**src/rtl/fetch_queue.sv**
```systemverilog
// fetch_queue: instruction fetch PC generator with a small prefetch FIFO
// feeding the decode stage. A redirect flushes the queue and reloads the
// fetch PC. All state is cleared asynchronously while reset is low.
//
// Optional build macro: FETCH_QUEUE_BYPASS_EN
//   When defined and the queue is empty, the word returned by instruction
//   memory is presented to decode in the same cycle. Without the macro the
//   fetch-to-decode latency is one cycle.
module fetch_queue #(
    parameter int          DEPTH    = 4,
    parameter logic [31:0] RESET_PC = 32'h0000_0000
) (
    input  logic        clk,
    input  logic        reset,
    output logic [31:0] imem_adrs,
    input  logic [31:0] imem_rd,
    input  logic        redirect,
    input  logic [31:0] redirect_pc,
    input  logic        stall_D,
    output logic        valid_D,
    output logic [31:0] instr_D,
    output logic [31:0] pc_D,
    output logic [3:0]  count
);

    localparam int          PW      = (DEPTH > 1) ? $clog2(DEPTH) : 1;
    localparam logic [31:0] NOP     = 32'h0000_0013;
    localparam logic [3:0]  DEPTH_C = 4'(DEPTH);

    logic [31:0]   fpc;
    logic [PW-1:0] head;
    logic [PW-1:0] tail;
    logic [31:0]   pc_mem    [DEPTH];
    logic [31:0]   instr_mem [DEPTH];

    logic stored_valid;
    logic pop;
    logic push;
    logic byp;
    logic bypass_take;

    assign imem_adrs = fpc;

`ifdef FETCH_QUEUE_BYPASS_EN
    // Gated by reset so nothing is offered to decode while held in reset.
    assign byp = reset && !redirect && (count == 4'd0);
`else
    assign byp = 1'b0;
`endif

    // Queue handshake decode and decode-stage output selection.
    always_comb begin
        stored_valid = !redirect && (count != 4'd0);
        pop          = stored_valid && !stall_D;
        bypass_take  = byp && !stall_D;
        // A full queue may still accept a word when the head leaves this cycle.
        push         = !redirect && !bypass_take && ((count < DEPTH_C) || pop);
        valid_D      = stored_valid || byp;
        instr_D      = NOP;
        pc_D         = 32'h0;
        if (stored_valid) begin
            instr_D = instr_mem[head];
            pc_D    = pc_mem[head];
        end else if (byp) begin
            instr_D = imem_rd;
            pc_D    = fpc;
        end
    end

    // Fetch PC, pointers and occupancy; redirect wins over everything else.
    always_ff @(posedge clk or negedge reset) begin
        if (!reset) begin
            fpc   <= RESET_PC;
            head  <= '0;
            tail  <= '0;
            count <= 4'd0;
        end else if (redirect) begin
            fpc   <= redirect_pc & 32'hFFFF_FFFC;
            head  <= '0;
            tail  <= '0;
            count <= 4'd0;
        end else begin
            if (push || bypass_take) begin
                fpc <= fpc + 32'd4;
            end
            if (push) begin
                tail <= tail + 1'b1;
            end
            if (pop) begin
                head <= head + 1'b1;
            end
            count <= count + {3'd0, push} - {3'd0, pop};
        end
    end

    // Entry storage; contents are only meaningful between head and tail.
    always_ff @(posedge clk) begin
        if (push) begin
            pc_mem[tail]    <= fpc;
            instr_mem[tail] <= imem_rd;
        end
    end

endmodule

```
**config.mk**
```make
export PLATFORM = sky130hd
export DESIGN_NAME = fetch_queue
export DESIGN_NICKNAME = d
export VERILOG_FILES = /design/src/rtl/fetch_queue.sv
export SDC_FILE = /design/constraint.sdc
export NUM_CORES = 1
export LEC_CHECK = 0
export CAP_MARGIN = 20
export CORE_ASPECT_RATIO = 1.2
export CORE_UTILIZATION = 25
export CTS_BUF_LIST = sky130_fd_sc_hd__clkbuf_8
export DETAILED_ROUTE_END_ITERATION = 8
export HOLD_SLACK_MARGIN = 0.05
export PLACE_DENSITY_LB_ADDON = 0.25
export SYNTH_ARGS = -nofsm -noshare
export SYNTH_HDL_FRONTEND = slang
export SYNTH_SLANG_ARGS = --single-unit
```
**constraint.sdc**
```tcl
create_clock -name clk -period 9.7 [get_ports clk]
set_input_delay 0.97 -clock clk [delete_from_list [all_inputs] [get_ports clk]]
set_output_delay 0.97 -clock clk [all_outputs]
set_load 0.005 [all_outputs]
```
Word-level counts from Yosys, hierarchy flattened
Memory sizes are Yosys's and may differ from the RTL's.
Cells that the tools add are included.
Widths: inputs -> output; s select.

word-level totals
  register bits after elaboration = 40
  bits in writable memories = 256
  input bits = 68
  output and inout port bits = 101
  logic and storage cells = 32
  memories = 2

cells by class
  $add $sub $neg = 5
  order comparisons = 1
  multiplexer cells = 11
  reduce and logical (&&, ||, !) cells = 9

memory list
  name       depth  bits a word  rd ports  clocked after Yosys merged registers in  wr ports  RTL line  RTL
  instr_mem  4      32           1         0                                        1         34        logic [31:0] instr_mem [DEPTH];
  pc_mem     4      32           1         0                                        1         33        logic [31:0] pc_mem [DEPTH];

operator list
  operator               count
  $mux 32                4
  $add 32x3->32 const B  1
  $mux 2                 4
  $add 2x1->2 const B    2
  $add 4x1->4            1
  $lt 4x3->1 const B     1
  $mux 4                 1
  $reduce_bool 2->1      2
  $reduce_bool 4->1      1
  $sub 4x1->4            1
  $logic_and 1x1->1      3
  $logic_not 1->1        2
  $mux 1                 2
  $logic_or 1x1->1       1

Logic depth before layout (Yosys ltp)
Gate-level depths: netlist of run 1.

  depth in word-level cells = 8
  mapped depth = 10
  mapped depth without buffers = 10

Worst setup path before layout of run 1
Ideal clock, no wire load.

  path type = input port to flip-flop
  from = in redirect
  to = mem instr_mem[0][0] (enable)
  library setup time = 426 ps
  arrival time = 3053 ps
  data required time = 9274 ps
  setup slack = 6221 ps
  stages = 3
  path buffers = 1
  cells stage by stage = clkbuf_1 nor3_1 and2_1

on the way
  word-level cells in the longest chain between the ends = 7

RTL lines
  item                              RTL line  RTL
  from (decl)                       17        input logic redirect,
  $logic_not 1->1 (*)               53, 57
  $logic_and 1x1->1                 53        stored_valid = !redirect && (count != 4'd0);
  $logic_and 1x1->1                 54        pop = stored_valid && !stall_D;
  $logic_or 1x1->1                  57        push = !redirect && !bypass_take && ((count < DEPTH_C) || pop);
  $logic_and 1x1->1 (*)             57
  $mux 1 (*)                        98        if (push) begin
  $mux 1 (not written as such) (*)  100       instr_mem[tail] <= imem_rd;
  to (decl)                         34

Mark *: on every way between the ends. The rest lies on a longest branch, timed or not.

Worst setup path in the final report of run 1
  from = reg head[0]
  to = out instr_D[0]

on the way
  word-level cells in the longest chain between the ends = 2

RTL lines
  item                    RTL line  RTL
  from (decl)             31        logic [PW-1:0] head;
  from (signal assigned)  90        head <= head + 1'b1;
  $mem_v2 4x32            --
  $mux 32                 61        if (stored_valid) begin
  to (decl)               21        output logic [31:0] instr_D,

Every way passes these cells.

==> results of run 1 <==
layer usage:
| metal | wire length [um] | part of all wire, % | GRT usage, % |
|---|---|---|---|
| met3 | 1660 | 5.1 | 3.28 |
| met4 | 868 | 2.7 | 4.74 |
| met5 | 0 | 0 | 0 |
| met2 | 15700 | 48 | 22.5 |
| met1 | 14200 | 44 | 17.5 |
critical path: cells and delay by family, from the launching register on:
kind	cells	cell delay [ps]
buffers and inverters	2	1300
DFF	1	830
muxes	1	590
and+or+nand+nor	1	350
power by group through the flow:
stage          registers (mW)  logic (mW)  clock network, mW
2_1_floorplan            1.69       0.586                  0
3_5_place_dp             1.76        1.06                  0
5_1_grt                  1.76        1.12               1.18
3_3_place_gp             1.75        1.06                  0
6_report                 1.73        1.03               1.09
4_1_cts                  1.74        1.06               1.14
final cells by class:
class / count / share of cell area [%]
Clock buffer: 58 / 5.27
Clock inverter: 30 / 1.15
Inverter: 13 / 0.331
Multi-Input combinational cell: 349 / 21.5
Sequential cell: 286 / 55.5
Tap cell: 623 / 5.15
Timing Repair Buffer: 171 / 11.1
cell usage in the layout, fill, tap and decap left out, drive strengths merged, types with 6 or more instances in the layout:
cell type / netlist / layout
edfxtp: 248 / 248
clkdlybuf4s50: 0 / 160
and3: 70 / 70
mux4: 62 / 62
clkbuf: 31 / 58
dfrtp: 38 / 38
inv: 12 / 29
nor2: 26 / 26
nand2: 23 / 23
nand3: 17 / 17
or4: 15 / 15
a31oi: 13 / 13
o21ai: 13 / 13
o31ai: 12 / 12
clkinv: 1 / 12
buf: 15 / 11
ha: 10 / 10
nand4: 10 / 10
or3: 9 / 9
a21oi: 8 / 8
xnor2: 6 / 6
conb: 2 / 6
flip-flops by register name (all words and copies together) (netlist names):
name and count:
instr_mem 128, pc_mem 120, imem_adrs 30, count 4
head 2, tail 2
kinds of logic (layout without fill, tap and decap cells):
| kind of cell | count (synthesis) | after routing | synth area share (%) |
|---|---|---|---|
| buffers and inverters | 60 | 272 | 2.24 |
| XOR/XNOR | 7 | 7 | 0.516 |
| adder cells (fa/ha/maj) | 11 | 11 | 1.22 |
| AO/OA/AOI/OAI | 67 | 67 | 3.85 |
| other | 2 | 6 | 0.0632 |
| multiplexers | 63 | 63 | 11.8 |
| AND/OR/NAND/NOR | 195 | 195 | 9.65 |
| flip-flops | 286 | 286 | 70.6 |
path summary, 6_finish.rpt:
| check | end | slack, ps |
|---|---|---|
| max | instr_D[0] | 5040 |
| min | imem_adrs[7]$_DFFE_PN0N_ | 510 |
| max reg2reg | instr_mem[2][3]$_DFFE_PP_ | 6450 |
| min reg2reg | tail[0]$_DFFE_PN0N_ | 630 |
| max in group asynchronous | head[0]$_DFFE_PN0P_ | 8480 |
| min in group clk | tail[0]$_DFFE_PN0N_ | 630 |
==> flow_metrics.py, run 1 <==
metrics = {
    "global_route": {
        "grt_pass1_vias": 7290,
        "grt-ovfl-total": 0,
        "grt_usage_pct": 13.6,
        "grt_first_pass_wirelength_um": 48300,
        "grt_max_degree": 70,
        "antenna_found_initial": 0,
    },
    "logic_synthesis": {
        "synth_top_area_cell": "edfxtp_1",
        "synth_area_leaders": "edfxtp_1, mux4_2, dfrtp_1",
        "yosysSeqAreaShare_pct": 70.6,
        "synth_edf_count": 248,
        "yosys_warnings": 0,
        "synth_area_um2": 11900,
        "async_flop_share_pct": 13.3,
        "ys_ff_latch": 286,
        "avgSynthCellArea_um2": 17.2,
        "dominantRegCellSynth": "edfxtp_1",
        "synth_common_cells": "edfxtp_1, and3_1, mux4_2",
        "synth_cell_types": 64,
        "syn_inst": 691,
        "post-synth-top-count-cell": "edfxtp_1",
        "yosysTopAreaCellShare_pct": 62.6,
    },
    "placed_design": {
        "post-dp-hpwl_um": 19200,
        "dp_slack_ps": 5520,
        "port-buffer-count": 162,
        "globalplace.congestion": 0.731,
        "dp_cells": 1442,
        "placed_cell_area_um2": 14200,
    },
    "sta": {
        "rsz0062_at_grt": "false",
        "tightest_slew_ps": 1180,
        "drv_slew": 0,
        "period_share_pct": 48.1,
        "slew_headroom_pct": 21.4,
        "fin_skew_ps": 37.8,
        "hold_viol_final": 0,
        "fmax_mhz": 214,
        "hold_slack_ps": 508,
        "fin_ws_ps": 5040,
        "final.setup.tns_ps": 0,
        "setup_viol": 0,
        "period_needed_ps": 4660,
    },
    "critical_path": {
        "start_kind": "flip-flop",
        "crit_slowest_cell": "dfrtp_4",
        "critical_path_class": "reg -> out",
        "crit_path_end_kind": "output port",
        "slowest_delay_ps": 830,
        "crit_fanout": 40,
        "cp.required_ps": 8730,
        "critPathLaunch": "head[0]$_DFFE_PN0P_",
        "r2r_start": "count[2]$_DFF_PN0_",
        "cp.arrival_ps": 3690,
        "crit_chain": "buf_4 > mux4_2 > or3_1 > clkdlybuf4s50_1",
        "rr_worst_depth": 6,
    },
    "floorplanning": {
        "core_um2": 46900,
        "dieArea_um2": 48400,
        "die_h_um": 241,
        "die_x_um": 201,
        "rows": 87,
        "initial_core_util_pct": 25.3,
        "boundaryPins": 169,
    },
    "clock_tree": {
        "cts_tree": "done",
        "cts-htree-levels": 2,
        "cts.sinks": 286,
        "clkSlewWorstSetupHoldPaths_ps": 70,
        "post_cts_resized": 0,
        "clock_latency_ps": 610,
        "numCtsBuffers": 50,
        "postCtsSetupBuffers": 0,
        "root_buffer": "clkbuf_8",
        "ctsHoldBuffers": 0,
        "clk_path_buf_depth": 3,
    },
    "power_and_ir_drop": {
        "peakVddDrop_mv": 0.120,
        "clkPwrFrac_pct": 28.3,
        "power.leakage_nw": 5.14,
        "intPower_mw": 2.70,
        "combPwrFrac_pct": 26.6,
        "powerDensity_nw_per_um2": 254,
        "netSwitchingFraction_pct": 29.8,
        "p_sw_mw": 1.15,
        "power.share.sequential_pct": 45.0,
        "total_power_mw": 3.85,
    },
    "routing": {
        "detail-route-antenna-nets": 0,
        "vias_per_cell": 4.60,
        "post_drt_wl_per_cell_um": 21.2,
        "route.vias.total": 7044,
        "drt_iter0_markers": 367,
        "wl_um": 32500,
        "drc": 0,
        "drtPass1Iterations": 4,
    },
    "final_layout": {
        "fin_nets": 950,
        "drive_gt1_share_pct": 17.2,
        "synthToLayoutAreaGrowth_pct": 27.3,
        "fillers": 4562,
        "regArea_um2": 8410,
        "multiInputGateArea_um2": 3250,
        "fin_area_um2": 15100,
        "diodes": 0,
        "postLayoutCoreUtil_pct": 32.3,
        "final_cells": 1530,
    },
    "outcome": {
        "run_status": "finished clean",
    },
    "run": {
        "maxCapViolations": 0,
    },
    "worst_hold_path": {
        "hp-class": "in -> async",
    },
}
(Power assumes the default switching activity.)
==> run 2: changes to the inputs <==
==> constraint.sdc (replaced) <==
create_clock -name clk -period 4.3 [get_ports clk]
set_input_delay 0.43 -clock clk [delete_from_list [all_inputs] [get_ports clk]]
set_output_delay 0.43 -clock clk [all_outputs]
set_load 0.005 [all_outputs]
==> flow_metrics.py, run 2 (synthesis results as in run 1) <==
metrics = {
    "routing": {
        "detail-route-antenna-nets": 0,
        "route.vias.total": 7121,
        "wl_met3_um": 1570,
        "vias_per_cell": 4.62,
        "drt_iter0_markers": 277,
        "drtPass1Iterations": 6,
        "routedLengthMet1_um": 14100,
        "post_drt_wl_per_cell_um": 20.9,
        "routed.top_layer": "met5",
        "wl_um": 32300,
        "met2WireLength_um": 15800,
        "drc": 0,
    },
    "floorplanning": {
        "rows": 87,
        "die_x_um": 201,
        "core_um2": 46900,
        "boundaryPins": 169,
        "dieArea_um2": 48400,
        "die_h_um": 241,
        "initial_core_util_pct": 25.3,
    },
    "clock_tree": {
        "clk_path_buf_depth": 3,
        "post_cts_resized": 0,
        "numCtsBuffers": 49,
        "cts-htree-levels": 2,
        "clkSlewWorstSetupHoldPaths_ps": 60,
        "clock_latency_ps": 610,
        "root_buffer": "clkbuf_8",
        "cts.sinks": 286,
        "cts_tree": "done",
    },
    "placed_design": {
        "placed_cell_area_um2": 14300,
        "post-dp-hpwl_um": 19200,
        "globalplace.congestion": 0.720,
        "port-buffer-count": 162,
    },
    "power_and_ir_drop": {
        "intPower_mw": 6.00,
        "p_sw_mw": 2.57,
        "power.leakage_nw": 5.16,
        "peakVddDrop_mv": 0.222,
        "netSwitchingFraction_pct": 30.0,
        "powerDensity_nw_per_um2": 564,
        "combPwrFrac_pct": 28.1,
        "total_power_mw": 8.58,
        "power.share.sequential_pct": 45.4,
        "clkPwrFrac_pct": 26.5,
    },
    "sta": {
        "slew_headroom_pct": 32.4,
        "hold_viol_final": 0,
        "tightest_slew_ps": 1010,
        "period_share_pct": 81.0,
        "hold_slack_ps": 235,
        "fin_skew_ps": 32.4,
        "final.setup.tns_ps": 0,
        "fmax_mhz": 287,
        "drv_slew": 0,
        "setup_viol": 0,
        "rsz0062_at_grt": "false",
        "period_needed_ps": 3480,
    },
    "final_layout": {
        "synthToLayoutAreaGrowth_pct": 27.9,
        "postLayoutCoreUtil_pct": 32.4,
        "largest_register_ffs": 128,
        "fin_nets": 958,
        "final_cell_mix": "edfxtp_1, clkdlybuf4s50_1, and3_1, mux4_2, clkbuf_8",
        "final_common_cell": "edfxtp_1",
        "drive_gt1_share_pct": 17.0,
        "diodes": 0,
        "top_register": "instr_mem",
        "fin_area_um2": 15200,
    },
    "outcome": {
        "run_status": "finished clean",
    },
    "critical_path": {
        "start_kind": "flip-flop",
        "cp.arrival_ps": 3050,
        "crit_fanout": 22,
        "cp.required_ps": 3870,
        "critical_path_class": "reg -> out",
        "crit_path_end_kind": "output port",
    },
    "run": {
        "maxCapViolations": 0,
    },
    "global_route": {
        "grt_first_pass_wirelength_um": 47900,
        "grt_usage_pct": 13.5,
        "grt-ovfl-total": 0,
        "grt_max_degree": 101,
        "antenna_found_initial": 1,
        "grt_pass1_vias": 7355,
    },
    "worst_hold_path": {
        "hp-class": "in -> reg",
    },
}
run 2: power by group through the flow:
stage	sequential [mW]	combinational [mW]	clock [mW]
after global routing	3.96	2.64	2.49
final	3.89	2.41	2.27
after CTS	3.92	2.49	2.39
after floorplan	3.81	1.32	0
after detailed placement	3.97	2.48	0
after global placement	3.95	2.47	0
run 2: area by class of cell:
cell class | count | area [um^2]
clock inverter | 38 | 179
timing repair buffer | 180 | 1820
fill | 4601 | 31700
multi-input combinational | 349 | 3250
sequential | 286 | 8410
clock buffer | 52 | 716
inverter | 13 | 50.0
tap | 623 | 779
run 2: per-layer routing:
metal  track usage [%]  vias up
met3              3.19       57
met2              22.4      229
met1              17.2     3649
met4              4.37        2
met5                 0        -
li1                  -     3184
run 2: worst paths after layout:
check                                     from                         to  slack [ps]  depth (start not counted)
min in group asynchronous                reset  imem_adrs[30]$_DFFE_PN0N_         540                          2
hold / removal                        redirect         count[3]$_DFF_PN0_         230                          2
max in group asynchronous                reset        head[0]$_DFFE_PN0P_        3030                          2
setup reg to reg            count[2]$_DFF_PN0_    pc_mem[3][14]$_DFFE_PP_        1360                          6
hold reg to reg            tail[0]$_DFFE_PN0N_        tail[0]$_DFFE_PN0N_         580                          1
setup / recovery           head[0]$_DFFE_PN0P_                 instr_D[0]         820                          4
run 2: critical path, cell delays in order (launching register included):
cell and delay (ps):
dfrtp_4 750, buf_4 340, mux4_2 510, or3_1 360, clkdlybuf4s50_1 470
run 2: timing repair:
item / in CTS / in global routing
endpoints found under the hold margin: 38 / 0
setup buffers: 0 / 0
hold buffers: 1 / 0
run 2: stage by stage:
step	setup WS, ps	cells
finish	819	1541
global route	618	1541
CTS	673	1541
detailed placement	1080	1450
global placement	1190	1450
floorplan	1220	695
